$ cat config.mk
export PLATFORM = sky130hd
export DESIGN_NAME = fpu_addsub
export DESIGN_NICKNAME = d
export VERILOG_FILES = /design/src/rtl/fpu_addsub.sv
export SDC_FILE = /design/constraint.sdc
export NUM_CORES = 1
export LEC_CHECK = 0
export CORE_ASPECT_RATIO = 0.9
export CORE_MARGIN = 2
export CORE_UTILIZATION = 55
export DETAILED_ROUTE_END_ITERATION = 6
export PLACE_DENSITY = 0.83
export SLEW_MARGIN = 20
export SYNTH_ARGS = -nofsm -noshare
export SYNTH_HDL_FRONTEND = slang
export SYNTH_SLANG_ARGS = --single-unit
$ cat constraint.sdc
create_clock -name clock -period 18.2 [get_ports clock]
set_input_delay 3.64 -clock clock [delete_from_list [all_inputs] [get_ports clock]]
set_output_delay 3.64 -clock clock [all_outputs]
set_load 0.01 [all_outputs]
$ cat src/rtl/fpu_addsub.sv
// -----------------------------------------------------------------------------
// fpu_addsub
//   IEEE-754 floating-point adder/subtractor behind the FPU ready/ack operand
//   handshake. Subnormal operands are flushed to signed zero. Rounding is
//   round-to-nearest-even. The datapath is iterative: one FSM step per cycle,
//   and normalisation shifts left by one bit per cycle.
//
// Parameters
//   bitness     total float width: 16, 32 or 64
//
// Ports
//   clock       rising-edge clock
//   reset       asynchronous, active-high reset
//   input_rdy   producer has valid operands and operation
//   input_ack   one-cycle pulse: operands captured
//   data_a      operand A
//   data_b      operand B
//   operation   4'b0000 add, 4'b0001 sub (A-B), anything else is invalid
//   output_rdy  result valid, held until acknowledged
//   output_ack  consumer takes the result
//   result      packed IEEE result
//   flags       {invalid, overflow, underflow, inexact}, valid with output_rdy
// -----------------------------------------------------------------------------
module fpu_addsub #(
  parameter int bitness = 32
) (
  input  logic               clock,
  input  logic               reset,
  input  logic               input_rdy,
  output logic               input_ack,
  input  logic [bitness-1:0] data_a,
  input  logic [bitness-1:0] data_b,
  input  logic [3:0]         operation,
  output logic               output_rdy,
  input  logic               output_ack,
  output logic [bitness-1:0] result,
  output logic [3:0]         flags
);

  localparam int E = (bitness == 16) ? 5 : (bitness == 64) ? 11 : 8;
  localparam int M = bitness - E - 1;
  // Internal mantissa: {carry, hidden, M fraction bits, guard, round, sticky}.
  localparam int W = M + 5;

  localparam logic [3:0]   op_add  = 4'b0000;
  localparam logic [3:0]   op_sub  = 4'b0001;
  localparam logic [E-1:0] exp_max = '1;
  // One wider than the field so overflow past all-ones is still visible.
  localparam logic [E:0]   exp_inf = {1'b0, exp_max};
  localparam logic [E:0]   exp_one = 1;

  localparam logic [bitness-1:0] canonical_nan =
    {1'b0, exp_max, 1'b1, {(M-1){1'b0}}};

  typedef enum logic [2:0] {
    get_input,
    unpack,
    special,
    align,
    add,
    normalize,
    round,
    put_result
  } state_t;

  state_t state;

  // Captured operands.
  logic [bitness-1:0] a_q, b_q;
  logic [3:0]         op_q;

  // Unpacked fields (B's sign already reflects the operation).
  logic         sign_a, sign_b;
  logic [E-1:0] exp_a, exp_b;
  logic [M-1:0] frac_a, frac_b;

  // Aligned operands: big has the larger exponent, small is shifted.
  logic         big_sign_q, small_sign_q;
  logic [W-1:0] big_man_q, small_man_q;

  // Working value carried through normalize / round / pack.
  logic         w_sign;
  logic [E:0]   w_exp;
  logic [W-1:0] w_man;

  // Results decided before pack (specials, exact zero, flush) bypass pack.
  logic               direct;
  logic [bitness-1:0] direct_res;
  logic [3:0]         pend_flags;

  // Operand classification from the unpacked fields.
  logic zero_a, zero_b, inf_a, inf_b, nan_a, nan_b, bad_op;

  assign zero_a = (exp_a == '0);
  assign zero_b = (exp_b == '0);
  assign inf_a  = (exp_a == exp_max) && (frac_a == '0);
  assign inf_b  = (exp_b == exp_max) && (frac_b == '0);
  assign nan_a  = (exp_a == exp_max) && (frac_a != '0);
  assign nan_b  = (exp_b == exp_max) && (frac_b != '0);
  assign bad_op = (op_q != op_add) && (op_q != op_sub);

  // Right shift that folds every bit shifted out into the sticky position.
  function automatic logic [W-1:0] shr_sticky(input logic [W-1:0] m,
                                              input logic [E-1:0] d);
    logic [W-1:0] lost;
    lost = m & ~({W{1'b1}} << d);
    if (int'(d) > M + 3) return W'(1);
    return (m >> d) | W'(lost != '0);
  endfunction

  // Operand ordering for align: the larger exponent stays put.
  logic         big_sign, small_sign;
  logic [E-1:0] big_exp, exp_diff;
  logic [M-1:0] big_frac, small_frac;
  logic [W-1:0] small_shifted;

  always_comb begin
    // NOTE: every output gets a default before the if, so no path can leave
    // one unassigned and infer a latch.
    big_sign   = sign_a;
    big_exp    = exp_a;
    big_frac   = frac_a;
    small_sign = sign_b;
    small_frac = frac_b;
    exp_diff   = exp_a - exp_b;
    if (exp_b > exp_a) begin
      big_sign   = sign_b;
      big_exp    = exp_b;
      big_frac   = frac_b;
      small_sign = sign_a;
      small_frac = frac_a;
      exp_diff   = exp_b - exp_a;
    end
    small_shifted = shr_sticky({2'b01, small_frac, 3'b000}, exp_diff);
  end

  // Round-to-nearest-even on the normalised working mantissa.
  logic         g_bit, r_bit, s_bit, round_inc;
  logic [M+1:0] rounded;

  assign g_bit     = w_man[2];
  assign r_bit     = w_man[1];
  assign s_bit     = w_man[0];
  assign round_inc = g_bit & (r_bit | s_bit | w_man[3]);
  assign rounded   = w_man[W-1:3] + (M+2)'(round_inc);

  always_ff @(posedge clock or posedge reset) begin
    if (reset) begin
      state        <= get_input;
      input_ack    <= 1'b0;
      output_rdy   <= 1'b0;
      result       <= '0;
      flags        <= '0;
      a_q          <= '0;
      b_q          <= '0;
      op_q         <= '0;
      sign_a       <= 1'b0;
      sign_b       <= 1'b0;
      exp_a        <= '0;
      exp_b        <= '0;
      frac_a       <= '0;
      frac_b       <= '0;
      big_sign_q   <= 1'b0;
      small_sign_q <= 1'b0;
      big_man_q    <= '0;
      small_man_q  <= '0;
      w_sign       <= 1'b0;
      w_exp        <= '0;
      w_man        <= '0;
      direct       <= 1'b0;
      direct_res   <= '0;
      pend_flags   <= '0;
    end else begin
      // NOTE: non-blocking assignments throughout: every register samples
      // the pre-edge values, independent of statement order.
      input_ack <= 1'b0;

      unique case (state)
        get_input: begin
          if (input_rdy) begin
            a_q       <= data_a;
            b_q       <= data_b;
            op_q      <= operation;
            input_ack <= 1'b1;
            state     <= unpack;
          end
        end

        unpack: begin
          sign_a     <= a_q[bitness-1];
          sign_b     <= b_q[bitness-1] ^ (op_q == op_sub);
          exp_a      <= a_q[bitness-2 -: E];
          exp_b      <= b_q[bitness-2 -: E];
          frac_a     <= a_q[M-1:0];
          frac_b     <= b_q[M-1:0];
          direct     <= 1'b0;
          pend_flags <= '0;
          state      <= special;
        end

        special: begin
          direct <= 1'b1;
          state  <= put_result;
          if (bad_op || nan_a || nan_b) begin
            direct_res <= canonical_nan;
            pend_flags <= {bad_op, 3'b000};
          end else if (inf_a && inf_b && (sign_a != sign_b)) begin
            direct_res <= canonical_nan;
            pend_flags <= 4'b1000;
          end else if (inf_a) begin
            direct_res <= {sign_a, exp_max, {M{1'b0}}};
          end else if (inf_b) begin
            direct_res <= {sign_b, exp_max, {M{1'b0}}};
          end else if (zero_a && zero_b) begin
            direct_res <= {sign_a & sign_b, {(bitness-1){1'b0}}};
          end else if (zero_a) begin
            direct_res <= {sign_b, exp_b, frac_b};
          end else if (zero_b) begin
            direct_res <= {sign_a, exp_a, frac_a};
          end else begin
            direct <= 1'b0;
            state  <= align;
          end
        end

        align: begin
          big_sign_q   <= big_sign;
          small_sign_q <= small_sign;
          big_man_q    <= {2'b01, big_frac, 3'b000};
          small_man_q  <= small_shifted;
          w_exp        <= {1'b0, big_exp};
          state        <= add;
        end

        add: begin
          state <= normalize;
          if (big_sign_q == small_sign_q) begin
            w_man  <= big_man_q + small_man_q;
            w_sign <= big_sign_q;
          end else if (big_man_q > small_man_q) begin
            w_man  <= big_man_q - small_man_q;
            w_sign <= big_sign_q;
          end else if (small_man_q > big_man_q) begin
            w_man  <= small_man_q - big_man_q;
            w_sign <= small_sign_q;
          end else begin
            direct     <= 1'b1;
            direct_res <= '0;
            state      <= put_result;
          end
        end

        normalize: begin
          if (w_man[W-1]) begin
            // Carry out of the add: hidden bit is guaranteed set afterwards.
            w_man <= {1'b0, w_man[W-1:2], w_man[1] | w_man[0]};
            w_exp <= w_exp + exp_one;
            state <= round;
          end else if (!w_man[W-2]) begin
            if (w_exp > exp_one) begin
              w_man <= w_man << 1;
              w_exp <= w_exp - exp_one;
            end else begin
              // Would need a subnormal result: flush to signed zero.
              direct     <= 1'b1;
              direct_res <= {w_sign, {(bitness-1){1'b0}}};
              pend_flags <= 4'b0011;
              state      <= put_result;
            end
          end else begin
            state <= round;
          end
        end

        round: begin
          pend_flags <= {3'b000, g_bit | r_bit | s_bit};
          if (rounded[M+1]) begin
            w_man <= {1'b0, rounded[M+1:1], 3'b000};
            w_exp <= w_exp + exp_one;
          end else begin
            w_man <= {rounded, 3'b000};
          end
          state <= put_result;
        end

        put_result: begin
          if (!output_rdy) begin
            // Entry cycle: pack and present the result.
            output_rdy <= 1'b1;
            if (direct) begin
              result <= direct_res;
              flags  <= pend_flags;
            end else if (w_exp >= exp_inf) begin
              result <= {w_sign, exp_max, {M{1'b0}}};
              flags  <= pend_flags | 4'b0101;
            end else begin
              result <= {w_sign, w_exp[E-1:0], w_man[M+2:3]};
              flags  <= pend_flags;
            end
          end else if (output_ack) begin
            output_rdy <= 1'b0;
            state      <= get_input;
          end
        end

        default: state <= get_input;
      endcase
    end
  end

endmodule

==> impl_metrics.ini, run 1 <==
[clocking]
insertion_delay_ps = 580
root_buffer = clkbuf_16
postCtsResizedCells = 0
postCtsHoldBufs = 0
clkTransAtPathRegs_ps = 60
cts_sinks = 300
cts_max_level = 1
cts_inserted_buffers = 30
cts_setup_buffers = 0
cts_tree = done
cts.path.max_buffers = 3

[synth]
ys_warn_count = 0
synth_seq_cells = 300
synth-edff-count = 0
seq_area_frac_synth_pct = 35.9
synth_most_common_cell = nand2_1
netlist.area_leader.share_pct = 35.9
ys_types = 89
syn-instance-count = 2398
synth_top_area_cell = dfrtp_1
syn-num-nets = 2567
synthTopCellsByArea = dfrtp_1 (36%), mux2_2 (7.0%), ha_1 (5.6%), nand2_1 (5.6%), o21ai_0 (4.1%)
async_flop_share_pct = 100
synth_area_per_cell_sq_um = 8.73
synth_commonest_cells = nand2_1 (310), dfrtp_1 (300), o21ai_0 (172)
synth-main-ff-cell = dfrtp_1
syn_area_sq_um = 20900

[floorplan]
core_sq_um = 37400
die_x_um = 210
start_util_pct = 56.0
row_count = 67
io_pins = 110
die-area_sq_um = 39600
die_y_um = 189

[layout]
syn2layout_area_growth_pct = 11.0
fillCellCount = 3120
drive_above_1_share_pct = 10.8
nets = 2555
n_antenna_cell = 0

[global_route]
grt_start_max_net_pins = 91
grt_pass1_wl_um = 104000
grt_overflow = 0
first_global_vias = 17966
antenna_found_initial = 0
grtUsageTotal_pct = 33.1

[routing]
drc = 0
vias_per_cell = 6.67
num_vias = 19293
drtIter0Drc = 2729
route.antenna.remaining_nets = 0
drt_first_pass_iters = 6
drt-total-wl_um = 65800
wire_per_inst_um = 22.7

[placed_design]
hpwl_um = 48700
post-place-ws_ps = 12370
place_congestion = 0.982
io_buffers = 109

[sta]
hold_violations = 0
setup_viol = 0
min_period_ps = 5320
rsz0062_at_grt = no
maxSlewViolCount = 0
tns_ps = 0
worst_slack_ps = 12880
worst_slew_pin_slew_ps = 1090
finalCritPeriodShare_pct = 29.2
max_slew_margin_pct = 27.1
fmax_mhz = 188
finClkSkew_ps = 22.1

[critical_path]
cpPeakStageDelay_ps = 700
start_kind = input pin
crit_fanout = 69
cp.required_ps = 18650
crit_family = buffers and inverters
worst-path-buf-inv = 2
end_kind = flop
slowest_stage = buf_4
cp.arrival_ps = 5770
crit_chain = clkdlybuf4s50_1 -> nor4b_2 -> buf_4 -> mux2_2
critPathKind = in -> reg

[outcome]
outcome = finished clean

[min_path]
min_path_type = reg -> reg

[run]
drv_cap = 0
-- placed cells by master (no fill, tap or decap), drive strengths merged, types with 30 or more instances in the layout --
cell type	count
o31ai	46
clkdlybuf4s50	109
o21ai	178
nand2	310
a31oi	55
mux2i	84
o22ai	31
a211oi	33
dfrtp	300
nand3	62
nor3	51
mux2	131
buf	30
a21oi	131
ha	93
a22oi	38
xnor2	33
inv	109
clkbuf	43
nor2	163
-- state kept, by name, indices dropped and copies added (netlist names), 3 cells and up --
register and count:
direct_res 32, flags 4, w_exp 9, small_man_q 27, big_man_q 24, w_man 28
exp_b 8, exp_a 8, frac_b 23, a_q 32, frac_a 23, pend_flags 3
result 32, state 3, b_q 32, op_q 4
-- logic make-up after synthesis --
logic type / count (synthesis) / share of synthesized area (%)
xor+xnor: 45 / 1.97
mux: 230 / 12.8
flops: 300 / 35.9
compound gates: 701 / 22.1
simple gates: 731 / 15.8
fa+ha+maj: 97 / 5.94
buf+inv: 294 / 5.59
-- worst min-delay path, stage by stage (launching register included) --
cell	delay [ps]
dfrtp_1	340
nand2_1	40
o21ai_0	60
-- final timing paths --
kind | from | endpoint | slack, ps | depth (start not counted)
max | input_rdy | b_q[4] | 12880 | 4
min | result[13] | result[13] | 470 | 2
max reg2reg | exp_a[0] | small_man_q[4] | 13000 | 12
min reg2reg | result[13] | result[13] | 470 | 2
max in group asynchronous | reset | a_q[19] | 13200 | 3
min in group asynchronous | reset | sign_a | 3560 | 2
-- area by class of cell --
class                           instances  area [sq um]  share of cell area (%)
Sequential cell                       300          7510                    32.3
Multi-Input combinational cell       1804         12300                    53.1
Tap cell                              483           604                    2.60
Timing Repair Buffer                  139          1330                    5.72
Clock inverter                         12           135                   0.582
Inverter                              111           424                    1.83
Clock buffer                           43           891                    3.83
-- stage by stage --
stage | hold slack [ps] | std cells | area [sq um] | util [%]
after floorplan | 446 | 2398 | 20900 | -
after global placement | 460 | 2836 | 22200 | 59.3
after CTS | 480 | 2891 | 23200 | 62.1
after detailed placement | 468 | 2836 | 22200 | 59.3
after global routing | 504 | 2892 | 23200 | 62.1
final | 474 | 2892 | 23200 | 62.1
-- layer usage --
layer | vias up | track usage [%] | routed length [um]
met4 | 0 | 10.6 | 2430
met1 | 9337 | 49.1 | 28600
met2 | 1090 | 49.5 | 28100
li1 | 8710 | - | -
met3 | 156 | 5.81 | 6640
met5 | - | 0 | 0
Power of run 1 is not shown: default switching activity piles up to over one toggle a cycle in this logic, so the estimate is an artifact.
==> run 2: changes to the inputs <==
==> constraint.sdc (replaced) <==
create_clock -name clock -period 5.2 [get_ports clock]
set_input_delay 1.04 -clock clock [delete_from_list [all_inputs] [get_ports clock]]
set_output_delay 1.04 -clock clock [all_outputs]
set_load 0.01 [all_outputs]
==> run 2 against run 1 <==
Net effect: the flow now finishes with violations (DRC); cell area is 1.5% higher; wire length is 6.5% higher; clock-buffer cell count increased by 1; cell count up 0.83%; worst hold slack improved by 4.7 ps; first-iteration DRC count grew 3.9%; die area is the same; critical path depth rose by 10; setup slack got worse by 12000 ps; via count rose by 1.4%.
==> impl_metrics.ini, run 2 (synthesized netlist as in run 1, its figures left out) <==
[clocking]
cts_max_level = 2
root_buffer = clkbuf_16
insertion_delay_ps = 550
cts_inserted_buffers = 34
clkTransAtPathRegs_ps = 60
cts.path.max_buffers = 3
postCtsHoldBufs = 0
cts_sinks = 300
cts_setup_buffers = 0
postCtsResizedCells = 0
cts_tree = done

[sta]
hold_violations = 0
rsz0062_at_grt = no
hold_slack_ps = 479
max_slew_margin_pct = 27.8
worst_slew_pin_slew_ps = 1080
fmax_mhz = 219
tns_ps = 0
finClkSkew_ps = 28.1
finalCritPeriodShare_pct = 87.6
min_period_ps = 4560
setup_viol = 0
maxSlewViolCount = 0

[routing]
vias_per_cell = 6.71
drt_first_pass_iters = 7
route.antenna.remaining_nets = 0
drtIter0Drc = 2836
wire_per_inst_um = 24.0
drc = 1
drt-total-wl_um = 70100
num_vias = 19571

[outcome]
violations = DRC
outcome = complete, but fails checks

[global_route]
grt_overflow = 0
first_global_vias = 18474
antenna_found_initial = 1
grt_start_max_net_pins = 161
grt_pass1_wl_um = 110000
grtUsageTotal_pct = 35.4

[layout]
drive_above_1_share_pct = 11.8
syn2layout_area_growth_pct = 12.6
final_cell_mix = nand2_1 (310), dfrtp_1 (300), o21ai_0 (172), nor2_1 (159), a21oi_1 (131)
final_common_cell = nand2_1
n_antenna_cell = 0
fin_util_pct = 63.0
nets = 2579

[placed_design]
io_buffers = 109
hpwl_um = 51300
place_congestion = 1.03

[floorplan]
row_count = 67
io_pins = 110
die_y_um = 189
start_util_pct = 56.0
die_x_um = 210
core_sq_um = 37400
die-area_sq_um = 39600

[critical_path]
rr_endpoint = small_man_q[1]
timing.critical_path.from = exp_a[3]
cp.required_ps = 5620
r2r-start = exp_a[3]
critPathKind = reg -> reg
cp.arrival_ps = 4980
r2r_cells = 14
start_kind = flop
crit_fanout = 55
end_kind = flop
worst-r2r-setup-slack_ps = 640

[min_path]
min_path_cells = 2
holdPathEnd = result[5]
min_path_type = reg -> reg
hp-start = result[5]

[run]
drv_cap = 0
[run 2: routing by layer]
layer	global-route usage [%]	up-vias	wire length [um]
li1	-	8770	-
met1	52.1	9482	30400
met2	51.6	1119	29800
met3	6.85	198	6930
met4	13.7	2	2900
met5	0	-	9
[run 2: worst max path at each step]
stage	end	slack (ps)	cells past startpoint
floorplan	a_q[0]	170	1
global placement	small_man_q[0]	770	14
global route	small_man_q[1]	430	14
finish	small_man_q[1]	640	14
CTS	small_man_q[0]	750	14
detailed placement	small_man_q[0]	750	14
[run 2: per-stage QoR]
| step | area [sq um] | setup slack, ps | instances |
|---|---|---|---|
| final | 23600 | 643 | 2916 |
| after global routing | 23600 | 435 | 2916 |
| after CTS | 23600 | 751 | 2916 |
| after detailed placement | 22400 | 753 | 2857 |
| after global placement | 22400 | 772 | 2857 |
| after floorplan | 20900 | 173 | 2398 |
[run 2: worst max-delay path: stages, from the launching register on]
cell and delay [ps]:
dfrtp_1 430, inv_1 80, ha_1 600, and3_1 300, a221oi_4 100, o21ai_4 270, buf_4 290, buf_4 600
mux2i_1 410, nand2_1 90, a31oi_1 320, mux2i_1 160, a32oi_1 360, nor3_1 110, a221o_1 290
[run 2: layout make-up]
cell class / instances / area, sq um
Timing Repair Buffer: 159 / 1490
Inverter: 111 / 420
Clock buffer: 44 / 960
Sequential cell: 300 / 7510
Fill cell: 3162 / 13800
Tap cell: 483 / 604
Multi-Input combinational cell: 1804 / 12300
Clock inverter: 15 / 238
Power of run 2 is left out for the same reason.
